$ cat src/rtl/norm_round_pkg.sv
// Shared definitions for the normalize/round stage of the FMA add/sub datapath:
// round-to-nearest-even increment decision, exponent saturation limit and the
// bit positions inside the {overflow, underflow, inexact} flag vector.
package norm_round_pkg;

    localparam int SIZE_EXPONENT_DEFAULT = 8;

    // Largest biased exponent; it is reserved for infinity.
    function automatic int exp_max_of(input int size_exponent);
        return (1 << size_exponent) - 1;
    endfunction

    localparam int EXP_MAX = (1 << SIZE_EXPONENT_DEFAULT) - 1;

    localparam int FLAG_OVF = 2;
    localparam int FLAG_UNF = 1;
    localparam int FLAG_INX = 0;

    // Round half to even: bump when above half, or exactly half with an odd LSB.
    function automatic logic rne_increment(input logic guard_bit,
                                           input logic sticky_bit,
                                           input logic lsb);
        return guard_bit & (sticky_bit | lsb);
    endfunction

endpackage

$ cat src/rtl/leading_zero_counter.sv
// Combinational leading-zero counter. count is the number of zeros above the
// most significant one; an all-zero input yields count == width.
module leading_zero_counter #(
    parameter int width        = 49,
    parameter int size_counter = $clog2(width)
) (
    input  logic [width-1:0]        value,
    output logic [size_counter-1:0] count,
    output logic                    all_zero
);

    // above[i] is set when any bit strictly above i is one.
    logic [width-1:0]        above;
    logic [size_counter-1:0] term [width];

    assign above[width-1] = 1'b0;

    genvar gi;
    generate
        for (gi = 0; gi < width - 1; gi++) begin : g_above
            assign above[gi] = above[gi+1] | value[gi+1];
        end
        for (gi = 0; gi < width; gi++) begin : g_term
            // Only the leading one contributes its distance from the top.
            assign term[gi] = (value[gi] & ~above[gi]) ? size_counter'(width - 1 - gi) : '0;
        end
    endgenerate

    assign all_zero = ~|value;

    // OR together the one-hot selected distance terms.
    always_comb begin
        count = all_zero ? size_counter'(width) : '0;
        for (int i = 0; i < width; i++) begin
            count = count | term[i];
        end
    end

endmodule

$ cat src/rtl/normalize_round.sv
// Normalize and round-to-nearest-even the unnormalized magnitude coming out of
// the FMA adder. Stage 1 finds the leading one and shifts it to the carry
// position; stage 2 rounds, handles zero/flush/saturation and holds the output.
// Optional macro NORM_ROUND_FLAGS_EN adds the flags_o port
// {overflow, underflow, inexact}.
module normalize_round
    import norm_round_pkg::*;
#(
    parameter int size_mantissa     = 24,
    parameter int size_exponent     = 8,
    parameter int size_mul_mantissa = 2 * size_mantissa,
    parameter int size_counter      = $clog2(size_mul_mantissa + 1)
) (
    input  logic                         clk,
    input  logic                         rst,
    input  logic                         valid_i,
    output logic                         ready_o,
    input  logic [size_mul_mantissa:0]   acc_i,
    input  logic [size_exponent+1:0]     exp_i,
    input  logic                         sign_i,
    output logic                         valid_o,
    input  logic                         ready_i,
    output logic [size_mantissa-1:0]     mant_o,
    output logic [size_exponent-1:0]     exp_o,
    output logic                         sign_o,
`ifdef NORM_ROUND_FLAGS_EN
    output logic [2:0]                   flags_o,
`endif
    output logic                         zero_o
);

    localparam int AW = size_mul_mantissa + 1;
    // Exponent arithmetic width: input range plus the normalization shift.
    localparam int EW = size_exponent + 4;
    // Guard bit position once the leading one sits at bit size_mul_mantissa.
    localparam int GB = size_mul_mantissa - size_mantissa;
    localparam logic [EW-1:0]            EXP_MAX_W = EW'(exp_max_of(size_exponent));
    localparam logic [size_mantissa-1:0] HIDDEN    = size_mantissa'(1) << (size_mantissa - 1);

    // ---------------- stage 1: leading-one detect and shift ----------------
    logic [size_counter-1:0] lz;
    logic                    acc_zero;
    logic [AW-1:0]           s1_acc_next;
    logic [EW-1:0]           s1_exp_next;

    leading_zero_counter #(
        .width        (AW),
        .size_counter (size_counter)
    ) u_lzc (
        .value    (acc_i),
        .count    (lz),
        .all_zero (acc_zero)
    );

    assign s1_acc_next = acc_i << lz;
    // A leading one at bit size_mul_mantissa-2 (lz == 2) leaves the exponent unchanged.
    assign s1_exp_next = {{2{exp_i[size_exponent+1]}}, exp_i} + EW'(2)
                         - {{(EW - size_counter){1'b0}}, lz};

    logic                s1_valid_reg;
    logic [AW-1:0]       s1_acc_reg;
    logic [EW-1:0]       s1_exp_reg;
    logic                s1_sign_reg;
    logic                s1_zero_reg;

    // ---------------- stage 2: round and classify ----------------
    logic [size_mantissa-1:0] m_trunc;
    logic                     guard_bit;
    logic                     sticky_bit;
    logic [size_mantissa:0]   m_sum;
    logic [EW-1:0]            e2;
    logic                     ovf;
    logic                     unf;
    logic [size_mantissa-1:0] mant_next;
    logic [size_exponent-1:0] exp_next;
    logic                     zero_next;

    assign m_trunc    = s1_acc_reg[size_mul_mantissa -: size_mantissa];
    assign guard_bit  = s1_acc_reg[GB];
    assign sticky_bit = |s1_acc_reg[GB-1:0];
    assign m_sum      = {1'b0, m_trunc}
                        + (size_mantissa + 1)'(rne_increment(guard_bit, sticky_bit, m_trunc[0]));
    // A carry out of the rounding add means the mantissa became 10...0 one binade up.
    assign e2         = s1_exp_reg + EW'(m_sum[size_mantissa]);
    assign ovf        = !e2[EW-1] && (e2 >= EXP_MAX_W);
    assign unf        = e2[EW-1] || (e2 == '0);

    // Select the final payload: exact zero, flush to zero, saturate, or normal.
    always_comb begin
        mant_next = '0;
        exp_next  = '0;
        zero_next = 1'b0;
        if (s1_zero_reg || unf) begin
            zero_next = 1'b1;
        end else if (ovf) begin
            mant_next = HIDDEN;
            exp_next  = '1;
        end else begin
            mant_next = m_sum[size_mantissa] ? HIDDEN : m_sum[size_mantissa-1:0];
            exp_next  = e2[size_exponent-1:0];
        end
    end

`ifdef NORM_ROUND_FLAGS_EN
    logic [2:0] flags_next;
    logic [2:0] flags_reg;

    // Flags follow the same priority as the payload selection.
    always_comb begin
        flags_next = '0;
        if (s1_zero_reg) begin
            flags_next = '0;
        end else if (unf) begin
            flags_next[FLAG_UNF] = 1'b1;
            flags_next[FLAG_INX] = 1'b1;
        end else if (ovf) begin
            flags_next[FLAG_OVF] = 1'b1;
            flags_next[FLAG_INX] = 1'b1;
        end else begin
            flags_next[FLAG_INX] = guard_bit | sticky_bit;
        end
    end

    assign flags_o = flags_reg;
`endif

    // ---------------- handshake ----------------
    logic                     valid_o_reg;
    logic [size_mantissa-1:0] mant_reg;
    logic [size_exponent-1:0] exp_reg;
    logic                     sign_reg;
    logic                     zero_reg;
    logic                     s2_ready;
    logic                     s1_adv;
    logic                     in_fire;

    assign s2_ready = !valid_o_reg || ready_i;
    assign s1_adv   = s1_valid_reg && s2_ready;
    assign ready_o  = !s1_valid_reg || s2_ready;
    assign in_fire  = valid_i && ready_o;

    // Pipeline registers: stage 1 refills as it drains, output holds while stalled.
    always_ff @(posedge clk) begin
        if (rst) begin
            s1_valid_reg <= 1'b0;
            s1_acc_reg   <= '0;
            s1_exp_reg   <= '0;
            s1_sign_reg  <= 1'b0;
            s1_zero_reg  <= 1'b0;
            valid_o_reg  <= 1'b0;
            mant_reg     <= '0;
            exp_reg      <= '0;
            sign_reg     <= 1'b0;
            zero_reg     <= 1'b0;
`ifdef NORM_ROUND_FLAGS_EN
            flags_reg    <= '0;
`endif
        end else begin
            if (in_fire) begin
                s1_valid_reg <= 1'b1;
                s1_acc_reg   <= s1_acc_next;
                s1_exp_reg   <= s1_exp_next;
                s1_sign_reg  <= sign_i;
                s1_zero_reg  <= acc_zero;
            end else if (s1_adv) begin
                s1_valid_reg <= 1'b0;
            end

            if (s1_adv) begin
                valid_o_reg <= 1'b1;
                mant_reg    <= mant_next;
                exp_reg     <= exp_next;
                sign_reg    <= s1_sign_reg;
                zero_reg    <= zero_next;
`ifdef NORM_ROUND_FLAGS_EN
                flags_reg   <= flags_next;
`endif
            end else if (ready_i) begin
                valid_o_reg <= 1'b0;
            end
        end
    end

    assign valid_o = valid_o_reg;
    assign mant_o  = mant_reg;
    assign exp_o   = exp_reg;
    assign sign_o  = sign_reg;
    assign zero_o  = zero_reg;

endmodule

$ cat config.mk
export PLATFORM = sky130hd
export DESIGN_NAME = normalize_round
export DESIGN_NICKNAME = d
export VERILOG_FILES = /design/src/rtl/norm_round_pkg.sv /design/src/rtl/leading_zero_counter.sv /design/src/rtl/normalize_round.sv
export SDC_FILE = /design/constraint.sdc
export NUM_CORES = 1
export LEC_CHECK = 0
export ABC_CLOCK_PERIOD_IN_PS = 6600
export BUFFER_PORTS_ARGS = -buffer_cell sky130_fd_sc_hd__buf_2
export CORE_ASPECT_RATIO = 1.75
export CORE_MARGIN = 2
export CORE_UTILIZATION = 64
export DETAILED_ROUTE_END_ITERATION = 16
export PLACE_DENSITY_LB_ADDON = 0.1
export SLEW_MARGIN = 20
export SYNTH_ARGS = -nofsm -noshare
export SYNTH_HDL_FRONTEND = slang
export SYNTH_HIERARCHICAL = 1
export SYNTH_SLANG_ARGS = --single-unit
export TNS_END_PERCENT = 50
$ cat constraint.sdc
create_clock -name clk -period 6.6 [get_ports clk]
set_clock_uncertainty 0.15 [all_clocks]
set_input_delay 0.33 -clock clk [delete_from_list [all_inputs] [get_ports clk]]
set_output_delay 0.33 -clock clk [all_outputs]
set_load 0.02 [all_outputs]
Word-level counts from Yosys, hierarchy flattened --
Index checks and enable logic that the tools add are counted. W data, S select, Z words.
Operators by class: $lt $le $gt $ge 1, div/mod/pow operators 0, shifts and indexed selects 1, eq/ne operators 0, bitwise operators 193, multiplexer cells 59, reductions and logical operators 16, multiply operators 0, add/sub/neg operators 4
Operators by type and width (count):
- $or A6 B6 Y6 | 47
- $mux W6 | 18
- $mux W5 | 16
- $mux W24 | 3
- $and A1 B1 Y1 | 49
- $reduce_or A49 Y1 | 1
- $shl A49 B6 Y49 | 1
- $not A1 Y1 | 48
- $or A1 B1 Y1 | 48
- $mux W4 | 8
- $add A24 B1 Y25 | 1
- $reduce_or A24 Y1 | 1
- $mux W8 | 2
- $add A12 B1 Y12 | 1
- $ge A12 B8 Y1 const B | 1
- $logic_not A12 Y1 | 1
- $mux W3 | 4
- $sub A11 B7 Y12 | 1
- $add A10 B3 Y11 const B | 1
- $mux W1 | 6
- $or A6 B3 Y6 | 1
- $logic_not A1 Y1 | 4
- $logic_or A1 B1 Y1 | 4
- $mux W2 | 2
- other kinds (2) | 5
Word-level totals: latch bits 0, flip-flop bits (word level) 99, bits in writable memories 0, output and inout port bits 36, input port bits 64, logic and storage cells 284, memories 0, ROM bits 0

Longest topological paths before layout --
depth in word-level cells 99, gate-level depth with buffers 20, depth with buffers taken out 17

Hierarchy --
The synthesis kept the hierarchy.
By module, submodules not included:
- normalize_round | area each 7429.6 um^2, instances 1, cells each 845, sequential area each 1981.9 um^2
- leading_zero_counter | area each 728.2 um^2, instances 1, cells each 119, sequential area each 0.0 um^2

Worst setup path before layout --
No wires, ideal clock.
path type input-to-reg, from input port acc_i[45], to register s1_exp_reg[11], path buffers 4, setup time 0.114 ns, setup slack 2.282 ns, data arrival time 4.054 ns, cell stages on the path 19, required time 6.336 ns, cell sequence nor4_2 -> nand4_1 -> nor4b_1 -> a21oi_1 -> nand3_1 -> clkbuf_1 -> inv_1 -> buf_2 -> buf_1 -> clkbuf_1 -> ha_1 -> inv_1 -> fa_1 -> nor2b_1 -> o21a_1 -> o211ai_1 -> a31oi_1 -> a2111oi_0 -> a21o_1
On the way: elaborated cells on any way between the ends 233, those cells by class 1 x add/sub; 47 x mux; 184 x bitwise; 1 x reduce/logical
RTL lines:
- from (decl) | RTL line normalize_round.sv:18 | input logic [size_mul_mantissa:0] acc_i,
- $or A1 B1 Y1 * | RTL line leading_zero_counter.sv:21 | assign above[gi] = above[gi+1] | value[gi+1];
- $or A1 B1 Y1 (43 in series) | RTL line leading_zero_counter.sv:21
- $not A1 Y1 | RTL line leading_zero_counter.sv:25 | assign term[gi] = (value[gi] & ~above[gi]) ? size_counter'(width - 1 - gi) : '0;
- $and A1 B1 Y1 | RTL line leading_zero_counter.sv:25
- $mux W6 | RTL line leading_zero_counter.sv:25
- $or A6 B6 Y6 (43 in series) | RTL line leading_zero_counter.sv:35 | count = count | term[i];
- $or A6 B3 Y6 * | RTL line leading_zero_counter.sv:35
- $or A6 B6 Y6 * (3 in series) | RTL line leading_zero_counter.sv:35
- named net lz[2] | RTL line normalize_round.sv:41 | logic [size_counter-1:0] lz;
- $sub A11 B7 Y12 * | RTL line normalize_round.sv:58 | - {{(EW - size_counter){1'b0}}, lz};
- to (signal assigned) | RTL line normalize_round.sv:162 | s1_exp_reg <= s1_exp_next;
- to (decl) | RTL line normalize_round.sv:62 | logic [EW-1:0] s1_exp_reg;
Mark *: on every way through the listed nets, which the timed path passes. The rest lies on a longest branch. A chain may end at the register's enable or synchronous reset.

Final worst setup path --
from input port acc_i[41], to register s1_exp_reg[11]
On the way: cells in the longest elaborated chain, start to end 93, elaborated cells on any way between the ends 217, those cells by class 1 x add/sub; 43 x mux; 172 x bitwise; 1 x reduce/logical
RTL lines (RTL line):
- $or A1 B1 Y1 (41 in series) | leading_zero_counter.sv:21
- $not A1 Y1 | leading_zero_counter.sv:25
- $and A1 B1 Y1 | leading_zero_counter.sv:25
- $mux W6 | leading_zero_counter.sv:25
- $or A6 B6 Y6 (32 in series) | leading_zero_counter.sv:35
- $or A6 B6 Y6 * (12 in series) | leading_zero_counter.sv:35
- $or A6 B3 Y6 * | leading_zero_counter.sv:35
- $or A6 B6 Y6 * (3 in series) | leading_zero_counter.sv:35
- named net lz[4] | normalize_round.sv:41
- $sub A11 B7 Y12 * | normalize_round.sv:58
Marked as above.

==> impl_metrics.py <==
metrics = {
    "logic_synthesis": {
        "syn_inst": 964,
        "synth_top_cell_area_share_pct": 24.3,
        "async_flop_share_pct": 0,
        "synth_warnings": 6,
        "synth_area_leaders": "dfxtp_1 24%, mux4_2 10%, mux2i_1 6.1%, nand2_1 5.0%, mux2_2 4.7%",
        "syn_nets": 1047,
        "ys.flop_type": "dfxtp_1",
        "ys_seq_area_share_pct": 24.3,
        "synth_cell_types": 79,
        "synth.avg_cell_area_um2": 8.46,
        "synth.cell_area_mm2": 0.00816,
        "yosys_register_bits": 99,
        "synth_top_area_cell": "dfxtp_1",
        "synth_edf_count": 0,
    },
    "timing": {
        "timing.final.crit_share_pct": 76.3,
        "max_freq_mhz": 198,
        "setup-violations-final": 0,
        "finalSetupTns_ns": 0,
        "fin_crit_ns": 5.04,
        "setup_ws_ns": 1.56,
        "tightest_slew_ns": 1.12,
        "rsz0062_at_grt": "false",
        "slew_viol_final": 0,
        "slew_headroom_pct": 24.7,
        "hold_violations": 0,
    },
    "worst_setup_path": {
        "critPathCapture": "s1_exp_reg[11]$_SDFFE_PP0P_",
        "path_class": "input pin to flip-flop",
        "crit_start": "acc_i[41]",
        "startpoint_type": "input pin",
        "end_kind": "flip-flop",
        "reg2regPathDepth": 12,
        "r2r-end": "mant_o[22]$_SDFFE_PP0P_",
        "crit-reg2reg-launch": "s1_acc_reg[37]$_SDFFE_PP0P_",
        "cp_max_fo": 22,
        "r2r_setup_slack_ns": 1.82,
        "worstPathArrival_ns": 5.18,
        "crit_required_ns": 6.74,
    },
    "place": {
        "globalplace.congestion": 0.997,
        "dpl.hpwl_um": 18500,
        "port_buffers": 99,
        "place_ws_ns": 1.43,
    },
    "layout": {
        "final_cell_mix": "108 x nand2_1, 99 x dfxtp_1, 99 x buf_2, 72 x nor2_1, 50 x mux2i_1",
        "fillerInstances": 1080,
        "layout_commonest_cell": "nand2_1",
        "largest_reg_flops": 49,
        "areaGrowthSynthToFinish_pct": 9.77,
        "drive_above_1_share_pct": 22.9,
        "antennaDiodeCount": 0,
        "layout.nets": 1102,
        "final_util_pct": 72.0,
    },
    "pwr": {
        "p_leak_nw": 3.50,
        "totalPowerFinal_mw": 1.71,
        "peakVddDrop_uv": 136,
        "powerDensity_mw_per_mm2": 191,
    },
    "routing": {
        "dr.pass1.iters": 6,
        "routed-via-count": 8041,
        "antenna_left": 0,
        "wl_per_cell_um": 20.5,
        "drc": 0,
        "via_per_inst": 6.75,
        "routed_wl_um": 24500,
        "drtIter0Drc": 731,
    },
    "clock_tree": {
        "cts_setup_buffers": 0,
        "clock-sinks": 99,
        "clkLatencyLatePin_ns": 0.34,
        "holdBufCountCts": 0,
        "cts.repair.resized": 0,
        "cts_tree": "built",
        "cts.path.max_buffers": 2,
        "cts_root_buffer": "clkbuf_16",
        "clk_pin_slew_ns": 0.07,
        "htreeDepth": 3,
        "cts-buffers-inserted": 9,
    },
    "worst_hold_path": {
        "hold_class": "input pin to flip-flop",
    },
    "grt": {
        "antenna_found_initial": 0,
        "gr-total-overflow": 0,
        "track_usage_pct": 36.1,
        "grt_pass1_vias": 7562,
        "grt_max_degree": 63,
        "grt_pass1_wl_um": 38600,
    },
    "run_status": {
        "status": "completed",
    },
    "flow_run": {
        "maxCapViolCount": 0,
    },
    "floorplanning": {
        "die_w_um": 89.3,
        "dieArea_mm2": 0.0137,
        "fp-row-count": 54,
        "core-area_mm2": 0.0124,
        "num_io_pins": 100,
        "initial_core_util_pct": 65.6,
        "fp.dieH_um": 153,
    },
}
## layout make-up
type	count	area, um^2	area share (%)
clock buffers	12	246	2.75
clock inverters	4	50.0	0.559
inverters	31	116	1.30
multi-input cells	768	5770	64.5
flip-flops and latches	99	1980	22.1
well taps	168	210	2.35
repair buffers	110	578	6.46
## worst max-delay path, stage by stage
cell and delay, ns:
buf_2 0.15, nor4_2 0.51, nand4_1 0.35, nor4b_1 0.58, a31oi_1 0.11, nand3_1 0.69, inv_1 0.58, ha_1 0.44
ha_1 0.34, o21a_1 0.14, o211ai_1 0.21, a31oi_1 0.15, a2111oi_0 0.47, a21o_1 0.12
## synthesized netlist by cell type, types with 17 or more instances
master and count:
nand2_1 109, dfxtp_1 99, nor2_1 72, mux2i_1 50, a21oi_1 48, nand3_1 44
mux4_2 38, o21ai_0 36, clkbuf_1 35, mux2_2 34, nor3_1 33, inv_1 28
a22oi_1 22, nor4_1 22, ha_1 18, a31oi_1 17, o31ai_2 17, xnor2_1 17
## metal layers
metal	up-vias	track usage [%]	part of all wire, %
li1	3782	-	-
met2	360	62.7	52
met3	104	4.21	4.8
met1	3795	39.8	36
met4	0	23.7	7.1
met5	-	0	0
## power by group
group / total [mW] / switching, mW / internal [mW]
clock: 0.525 / 0.221 / 0.304
combinational: 0.497 / 0.292 / 0.205
sequential: 0.686 / 0.0471 / 0.639
total: 1.71 / 0.560 / 1.15
## kinds of logic after synthesis
group | after synthesis | synth area share, %
simple gates | 359 | 22.0
compound gates | 236 | 20.9
mux | 122 | 21.3
buf+inv | 97 | 5.11
xor+xnor | 32 | 3.44
flops | 99 | 24.3
fa+ha+maj | 19 | 3.01
## stage by stage
step / instances / area, um^2 / hold WS [ns]
2_1_floorplan: 964 / 8160 / 0.282
3_3_place_gp: 1176 / 8660 / 0.279
3_5_place_dp: 1176 / 8660 / 0.286
4_1_cts: 1192 / 8950 / 0.0706
5_1_grt: 1192 / 8950 / 0.0947
6_report: 1192 / 8950 / 0.0844
## worst min path at each step
stage                              from                       end  slack (ns)  cells after the start
5_1_grt                          sign_i  s1_sign_reg$_SDFFE_PP0P_        0.09                      3
3_5_place_dp    mant_o[23]$_SDFFE_PP0P_   mant_o[23]$_SDFFE_PP0P_        0.29                      2
2_1_floorplan  s1_sign_reg$_SDFFE_PP0P_       sign_o$_SDFFE_PP0P_        0.28                      2
4_1_cts                          sign_i  s1_sign_reg$_SDFFE_PP0P_        0.07                      3
3_3_place_gp      exp_o[1]$_SDFFE_PP0P_     exp_o[1]$_SDFFE_PP0P_        0.28                      2
6_report                         sign_i  s1_sign_reg$_SDFFE_PP0P_        0.08                      3
Power figures use the tool's default switching activity.
